==> config.mk <==
export PLATFORM = sky130hd
export DESIGN_NAME = if_id_stage
export DESIGN_NICKNAME = d
export VERILOG_FILES = /design/src/rtl/if_id_stage.sv
export SDC_FILE = /design/constraint.sdc
export NUM_CORES = 1
export LEC_CHECK = 0
export CAP_MARGIN = 10
export CORE_MARGIN = 2
export CORE_UTILIZATION = 28
export DETAILED_ROUTE_END_ITERATION = 7
export SYNTH_ARGS = -nofsm -noshare
export SYNTH_HDL_FRONTEND = slang
export SYNTH_SLANG_ARGS = --single-unit
==> constraint.sdc <==
create_clock -name clk -period 1.9 [get_ports clk]
set_input_delay 0.285 -clock clk [delete_from_list [all_inputs] [get_ports clk]]
set_output_delay 0.285 -clock clk [all_outputs]
set_load 0.02 [all_outputs]
==> src/rtl/if_id_stage.sv <==
// ---------------------------------------------------------------------------
// if_id_stage
//
// IF/ID pipeline stage between instruction memory and decode. Each fetched
// instruction and its PC are captured and handed to decode through a
// valid/ready handshake on both sides. Storage is one main entry plus one
// skid entry. A decode stall therefore never drops a fetched instruction,
// and if_ready depends only on registered state.
//
// Ports
//   clk             rising-edge clock
//   reset           synchronous, active-high reset
//   if_valid        fetch presents a valid instruction this cycle
//   if_instruction  fetched instruction word
//   if_pc           PC of the fetched instruction
//   if_ready        stage can accept an instruction this cycle
//   flush           discard every held instruction (branch/jump redirect)
//   id_ready        decode consumes the output pair this cycle
//   id_valid        output pair is valid
//   id_instruction  held instruction word
//   id_pc           held PC
//   id_opcode/id_rs/id_rt/id_rd/id_shamt/id_funct
//                   R-type fields sliced from id_instruction
//   id_is_rtype     id_valid and opcode == 0
// ---------------------------------------------------------------------------
module if_id_stage #(
    parameter int PC_WIDTH    = 5,
    parameter int INSTR_WIDTH = 32
) (
    input  logic                   clk,
    input  logic                   reset,
    input  logic                   if_valid,
    input  logic [INSTR_WIDTH-1:0] if_instruction,
    input  logic [PC_WIDTH-1:0]    if_pc,
    output logic                   if_ready,
    input  logic                   flush,
    input  logic                   id_ready,
    output logic                   id_valid,
    output logic [INSTR_WIDTH-1:0] id_instruction,
    output logic [PC_WIDTH-1:0]    id_pc,
    output logic [5:0]             id_opcode,
    output logic [4:0]             id_rs,
    output logic [4:0]             id_rt,
    output logic [4:0]             id_rd,
    output logic [4:0]             id_shamt,
    output logic [5:0]             id_funct,
    output logic                   id_is_rtype
);

    // Main entry drives the id_* outputs. Skid entry holds the overflow.
    logic                   m_valid_q, m_valid_d;
    logic [INSTR_WIDTH-1:0] m_instr_q, m_instr_d;
    logic [PC_WIDTH-1:0]    m_pc_q,    m_pc_d;
    logic                   s_valid_q, s_valid_d;
    logic [INSTR_WIDTH-1:0] s_instr_q, s_instr_d;
    logic [PC_WIDTH-1:0]    s_pc_q,    s_pc_d;

    logic accept_s;
    logic consume_s;

    // Handshake terms. if_ready comes from the skid flag only, so a decode
    // stall never reaches the fetch side combinationally.
    assign if_ready  = ~s_valid_q;
    assign accept_s  = if_valid & ~s_valid_q;
    assign consume_s = m_valid_q & id_ready;

    // Output view of the main entry. Field slices are valid regardless of id_valid.
    assign id_valid       = m_valid_q;
    assign id_instruction = m_instr_q;
    assign id_pc          = m_pc_q;
    assign id_opcode      = m_instr_q[31:26];
    assign id_rs          = m_instr_q[25:21];
    assign id_rt          = m_instr_q[20:16];
    assign id_rd          = m_instr_q[15:11];
    assign id_shamt       = m_instr_q[10:6];
    assign id_funct       = m_instr_q[5:0];
    assign id_is_rtype    = m_valid_q & (m_instr_q[31:26] == 6'b000000);

    // Next-state logic for the two-entry buffer. Flush beats accept.
    always_comb begin
        m_valid_d = m_valid_q;
        m_instr_d = m_instr_q;
        m_pc_d    = m_pc_q;
        s_valid_d = s_valid_q;
        s_instr_d = s_instr_q;
        s_pc_d    = s_pc_q;

        if (flush) begin
            // Only the valid flags are cleared. Stale data is harmless.
            m_valid_d = 1'b0;
            s_valid_d = 1'b0;
        end else begin
            case ({m_valid_q, s_valid_q})
                2'b00: begin
                    if (accept_s) begin
                        m_valid_d = 1'b1;
                        m_instr_d = if_instruction;
                        m_pc_d    = if_pc;
                    end else begin
                        m_valid_d = 1'b0;
                    end
                end
                2'b10: begin
                    if (consume_s && accept_s) begin
                        m_instr_d = if_instruction;
                        m_pc_d    = if_pc;
                    end else if (consume_s) begin
                        m_valid_d = 1'b0;
                    end else if (accept_s) begin
                        // Decode stalled: park the newer word behind main.
                        s_valid_d = 1'b1;
                        s_instr_d = if_instruction;
                        s_pc_d    = if_pc;
                    end else begin
                        m_valid_d = 1'b1;
                    end
                end
                2'b11: begin
                    // if_ready is low here, so only draining is possible.
                    if (consume_s) begin
                        m_instr_d = s_instr_q;
                        m_pc_d    = s_pc_q;
                        s_valid_d = 1'b0;
                    end else begin
                        s_valid_d = 1'b1;
                    end
                end
                default: begin
                    // Skid-only is unreachable. Drop to empty so a corrupted
                    // state cannot emit an out-of-order instruction.
                    m_valid_d = 1'b0;
                    s_valid_d = 1'b0;
                end
            endcase
        end
    end

    // State registers with synchronous reset that overrides flush and handshakes.
    always_ff @(posedge clk) begin
        if (reset) begin
            m_valid_q <= 1'b0;
            m_instr_q <= '0;
            m_pc_q    <= '0;
            s_valid_q <= 1'b0;
            s_instr_q <= '0;
            s_pc_q    <= '0;
        end else begin
            m_valid_q <= m_valid_d;
            m_instr_q <= m_instr_d;
            m_pc_q    <= m_pc_d;
            s_valid_q <= s_valid_d;
            s_instr_q <= s_instr_d;
            s_pc_q    <= s_pc_d;
        end
    end

endmodule

### Word-level counts from Yosys, hierarchy flattened

Cells that the tools add are included.

| word-level totals | value |
|---|---|
| register bits | 76 |
| bits in latches | 0 |
| memory bits (writable) | 0 |
| bits in read-only memories | 0 |
| bits of input ports | 42 |
| output and inout port bits | 72 |
| word-level logic and storage cells | 51 |
| memories kept | 0 |

| operators by class | value |
|---|---|
| $add $sub $neg | 0 |
| multiply operators | 0 |
| divide/modulo/power cells | 0 |
| magnitude comparators | 0 |
| equality and inequality tests | 9 |
| shifts and indexed selects | 0 |
| muxes and demuxes | 18 |
| bitwise logic cells | 9 |
| reductions and logical operators | 9 |

Operators with widths:

| cell | number |
|---|---|
| $mux 32 | 3 |
| $pmux 32 s3 | 1 |
| $mux 5 | 3 |
| $pmux 5 s3 | 1 |
| $ne 2x2->1 const B | 6 |
| $reduce_and 5->1 | 2 |
| $mux 1 | 8 |
| $logic_not 6->1 | 1 |
| $not 1->1 | 6 |
| $pmux 1 s3 | 2 |
| $eq 2x2->1 const B | 2 |
| $reduce_and 4->1 | 1 |
| $and 1x1->1 | 3 |
| $ne 3x3->1 const B | 1 |
| $reduce_and 3->1 | 1 |
| $reduce_bool 3->1 | 1 |
| $logic_not 2->1 | 1 |
| $reduce_or 2->1 | 1 |
| $logic_and 1x1->1 | 1 |

### Longest topological paths before layout

| depth | value |
|---|---|
| word-level depth | 6 |
| depth in mapped cells | 6 |
| depth with buffers taken out | 3 |

### Least setup slack after synthesis

No wires, ideal clock.

| timing path | value |
|---|---|
| kind | reg-to-output |
| start point | register m_valid_q, in the netlist id_valid |
| end point | output port id_is_rtype |
| arrival time | 1.817 ns |
| required time | 1.615 ns |
| path slack | -0.202 ns |
| cell stages (with the launch flop) | 5 |
| path buffers | 3 |
| cells stage by stage | dfxtp_1 -> buf_4 -> buf_2 -> buf_1 -> nor4b_1 |

| on the way | value |
|---|---|
| cells in the longest elaborated chain, start to end | 1 |

Ends and longest elaborated chain:

| element | RTL line | RTL |
|---|---|---|
| start: declaration | 51 | `logic m_valid_q, m_valid_d;` |
| start signal: assignment | 148 | `m_valid_q <= m_valid_d;` |
| $and 1x1->1 | 77 | `assign id_is_rtype = m_valid_q & (m_instr_q[31:26] == 6'b000000);` |
| end: declaration | 47 | `output logic id_is_rtype` |

Every way passes these cells.

### Worst setup path after layout

| timing path | value |
|---|---|
| start point | register m_instr_q[30], in the netlist id_instruction[30] |
| end point | output port id_is_rtype |

| on the way | value |
|---|---|
| cells in the longest elaborated chain, start to end | 2 |

Ends and longest elaborated chain:

| element | RTL line | RTL |
|---|---|---|
| start: declaration | 52 | `logic [INSTR_WIDTH-1:0] m_instr_q, m_instr_d;` |
| start signal: assignment | 149 | `m_instr_q <= m_instr_d;` |
| $logic_not 6->1 | 77 |  |
| $and 1x1->1 | 77 |  |

Every way passes these cells.

==> summary.md <==
| Metric | Value |
|---|---|
| Overall Global Routing Usage | `16.4%` |
| Clock Skew | `6.24 ps` |
| Setup bufs post-CTS | `0` |
| Fmax | `524 MHz` |
| Critical Path Start Type | `flip-flop` |
| Maximum clock path buffer count | `2` |
| Max Slew Vio Count | `0` |
| Hold Buf Count CTS | `0` |
| Run status | `finished, violations left` |
| Final WL | `11.9 mm` |
| # port buffers | `113` |
| Hold path start | `reset` |
| Setup ws final | `-7.67 ps` |
| # DRC | `0` |
| Worst rel slew slack | `69.6%` |
| Pre-antenna DRT Iters | `4` |
| Max Cap Viol | `0` |
| GRT overflow | `0` |
| Antenna viol nets, final | `0` |
| Worst r2r src | `id_valid` |
| Hold Violations, Final | `0` |
| Cells after Synth | `439` |
| Least-Margin Pin Slew | `456 ps` |
| CTS sink cnt | `76` |
| Htree depth | `3` |
| Layout cell share with drive strength beyond 1 | `17.3%` |
| Failing checks | `negative setup slack` |
| Clock transition at the registers of the reported paths | `60 ps` |
| Type of the worst min-delay path | `input pin to flip-flop` |
| Antenna cell count | `0` |
| Cell Rows | `42` |
| Die width | `122 um` |
| Flops & latches, synth | `76` |
| Flop2flop setup slack | `320 ps` |
| CORE AREA | `13300 sq um` |
| Synth-to-Final Area Change | `39.4%` |
| RD Place Congestion | `0.771` |
| End of the worst hold path | `s_instr_q[19]` |
| Crit-path max FO | `2` |
| Most frequent cells in the layout | `clkdlybuf4s50_1 (110), nand3_1 (74), dfxtp_1 (73)` |
| Final setup vio count | `1` |
| Die area | `14800 sq um` |
| Clock Latency Late Sink | `330 ps` |
| DP HPWL | `7.72 mm` |
| Power Density | `804 nW/um^2` |
| Wirelength per Cell | `17.4 um` |
| Clock root buffer | `clkbuf_16` |
| Crit share post-route | `100%` |
| Final critical-path required period | `1910 ps` |
| Synth Area per Inst | `8.82 sq um` |
| Initial detailed-routing violation count | `273` |
| Power Total | `4.34 mW` |
| First-pass GRT wire length | `19.2 mm` |
| Hold path depth | `2` |
| Mapped cell area | `3870 sq um` |
| Syn Nets | `481` |
| # IOs | `114` |
| Sequential area share after synthesis | `39.3%` |
| Leakage | `1.75 nW` |
| Largest net degree at the start of global routing | `51` |
| Worst reg2reg path endpoint | `id_instruction[11]` |
| Die height | `122 um` |
| Initial core utilization | `29.0%` |
| Kind of critical path | `flip-flop to primary output` |
| Via count | `3658` |
| Syn. warnings | `0` |
| Vias in the first global route | `3677` |
| Arrival time at the worst endpoint | `1620 ps` |
| Worst Setup End Kind | `primary output` |
| Netlist cell types | `24` |
| Nets | `546` |
| WP data required | `1620 ps` |
| Peak VDD IR | `0.410 mV` |
| Vias/cell | `5.34` |
| Worst reg-to-reg path cell count | `5` |
| RSZ-0062 raised after global routing | `true` |
| Commonest non-fill, non-tap cell in the layout | `clkdlybuf4s50_1` |
| CTS Buf Count | `9` |
| CTS tree | `built` |
| Pre-CTS setup slack | `-127 ps` |
| Initial antenna violation count | `0` |
[synthesized netlist by cell type]
| library cell | number | area, sq um |
|---|---|---|
| inv_1 | 2 | 7.51 |
| or4_1 | 1 | 7.51 |
| and4_4 | 1 | 11.3 |
| and4bb_2 | 1 | 12.5 |
| buf_4 | 35 | 263 |
| nand2b_1 | 2 | 12.5 |
| a22oi_1 | 1 | 7.51 |
| nand3_1 | 74 | 370 |
| a41oi_1 | 37 | 324 |
| buf_1 | 1 | 3.75 |
| nor4b_1 | 2 | 17.5 |
| nand4bb_1 | 1 | 11.3 |
| a311oi_2 | 30 | 450 |
| buf_6 | 5 | 56.3 |
| nand2b_2 | 1 | 8.76 |
| o21ai_0 | 37 | 185 |
| nor3_1 | 1 | 5.00 |
| clkbuf_1 | 32 | 120 |
| a311oi_1 | 7 | 61.3 |
| a21oi_1 | 37 | 185 |
| buf_2 | 16 | 80.1 |
| dfxtp_1 | 76 | 1520 |
| or2_1 | 1 | 6.26 |
| nand2_1 | 38 | 143 |
[cells by family (layout without fill, tap and decap cells)]
logic type,after synthesis,in the layout,share of synthesized area [%]
buf+inv,91,161,13.7
compound gates,149,149,31.4
flops,76,76,39.3
simple gates,123,123,15.6
[where the power goes]
part / leakage, nW / total [mW] / internal [mW] / switching [mW]
combinational: 0.982 / 0.803 / 0.391 / 0.412
clock: 0.149 / 1.83 / 1.15 / 0.676
sequential: 0.621 / 1.71 / 1.66 / 0.0526
[cell type report]
class	instances	area, sq um
Sequential cell	76	1530
Timing Repair Buffer	143	1480
Clock buffer	10	229
Multi-Input combinational cell	272	1850
Fill cell	1326	7950
Tap cell	176	220
Inverter	2	7.51
Clock inverter	6	88.8
[worst max path at each step]
stage,endpoint,start
6_report,id_is_rtype,id_instruction[30]
5_1_grt,id_is_rtype,id_instruction[30]
4_1_cts,id_is_rtype,id_instruction[27]
3_5_place_dp,id_is_rtype,id_instruction[27]
3_3_place_gp,id_is_rtype,id_instruction[27]
2_1_floorplan,id_is_rtype,id_valid
[registers in the layout, summed over array words and instances, names as in the netlist]
signal / flops
id_instruction: 32
s_instr_q: 32
id_pc: 5
s_pc_q: 5
id_valid: 1
s_valid_q: 1
[layer usage]
metal / part of all wire [%] / global-route usage [%] / vias up
li1: - / - / 1756
met4: 1.3 / 5.82 / 0
met5: 0 / 0 / -
met2: 52 / 28.2 / 118
met1: 42 / 20.5 / 1772
met3: 5.0 / 3.23 / 12
[through the flow]
| step | util (%) | TNS, ps | hold slack (ps) | cell area [sq um] | cells |
|---|---|---|---|---|---|
| 2_1_floorplan | - | 0 | 433 | 3880 | 439 |
| 3_3_place_gp | 37.9 | -115 | 460 | 5060 | 669 |
| 3_5_place_dp | 37.9 | -127 | 467 | 5060 | 669 |
| 4_1_cts | 40.3 | -24.9 | 392 | 5380 | 685 |
| 5_1_grt | 40.4 | -43.8 | 408 | 5400 | 685 |
| 6_report | 40.4 | -7.67 | 408 | 5400 | 685 |
[repair_timing]
action                                  CTS  global route
resized for setup                         6             4
pin swaps                                 0             2
endpoints found under the setup margin    1             2
[critical path, stage by stage, from the launching register on]
cell and delay, ps:
dfxtp_2 320, or4_4 530, nor4b_4 270, buf_4 180
(Power assumes the default switching activity.)
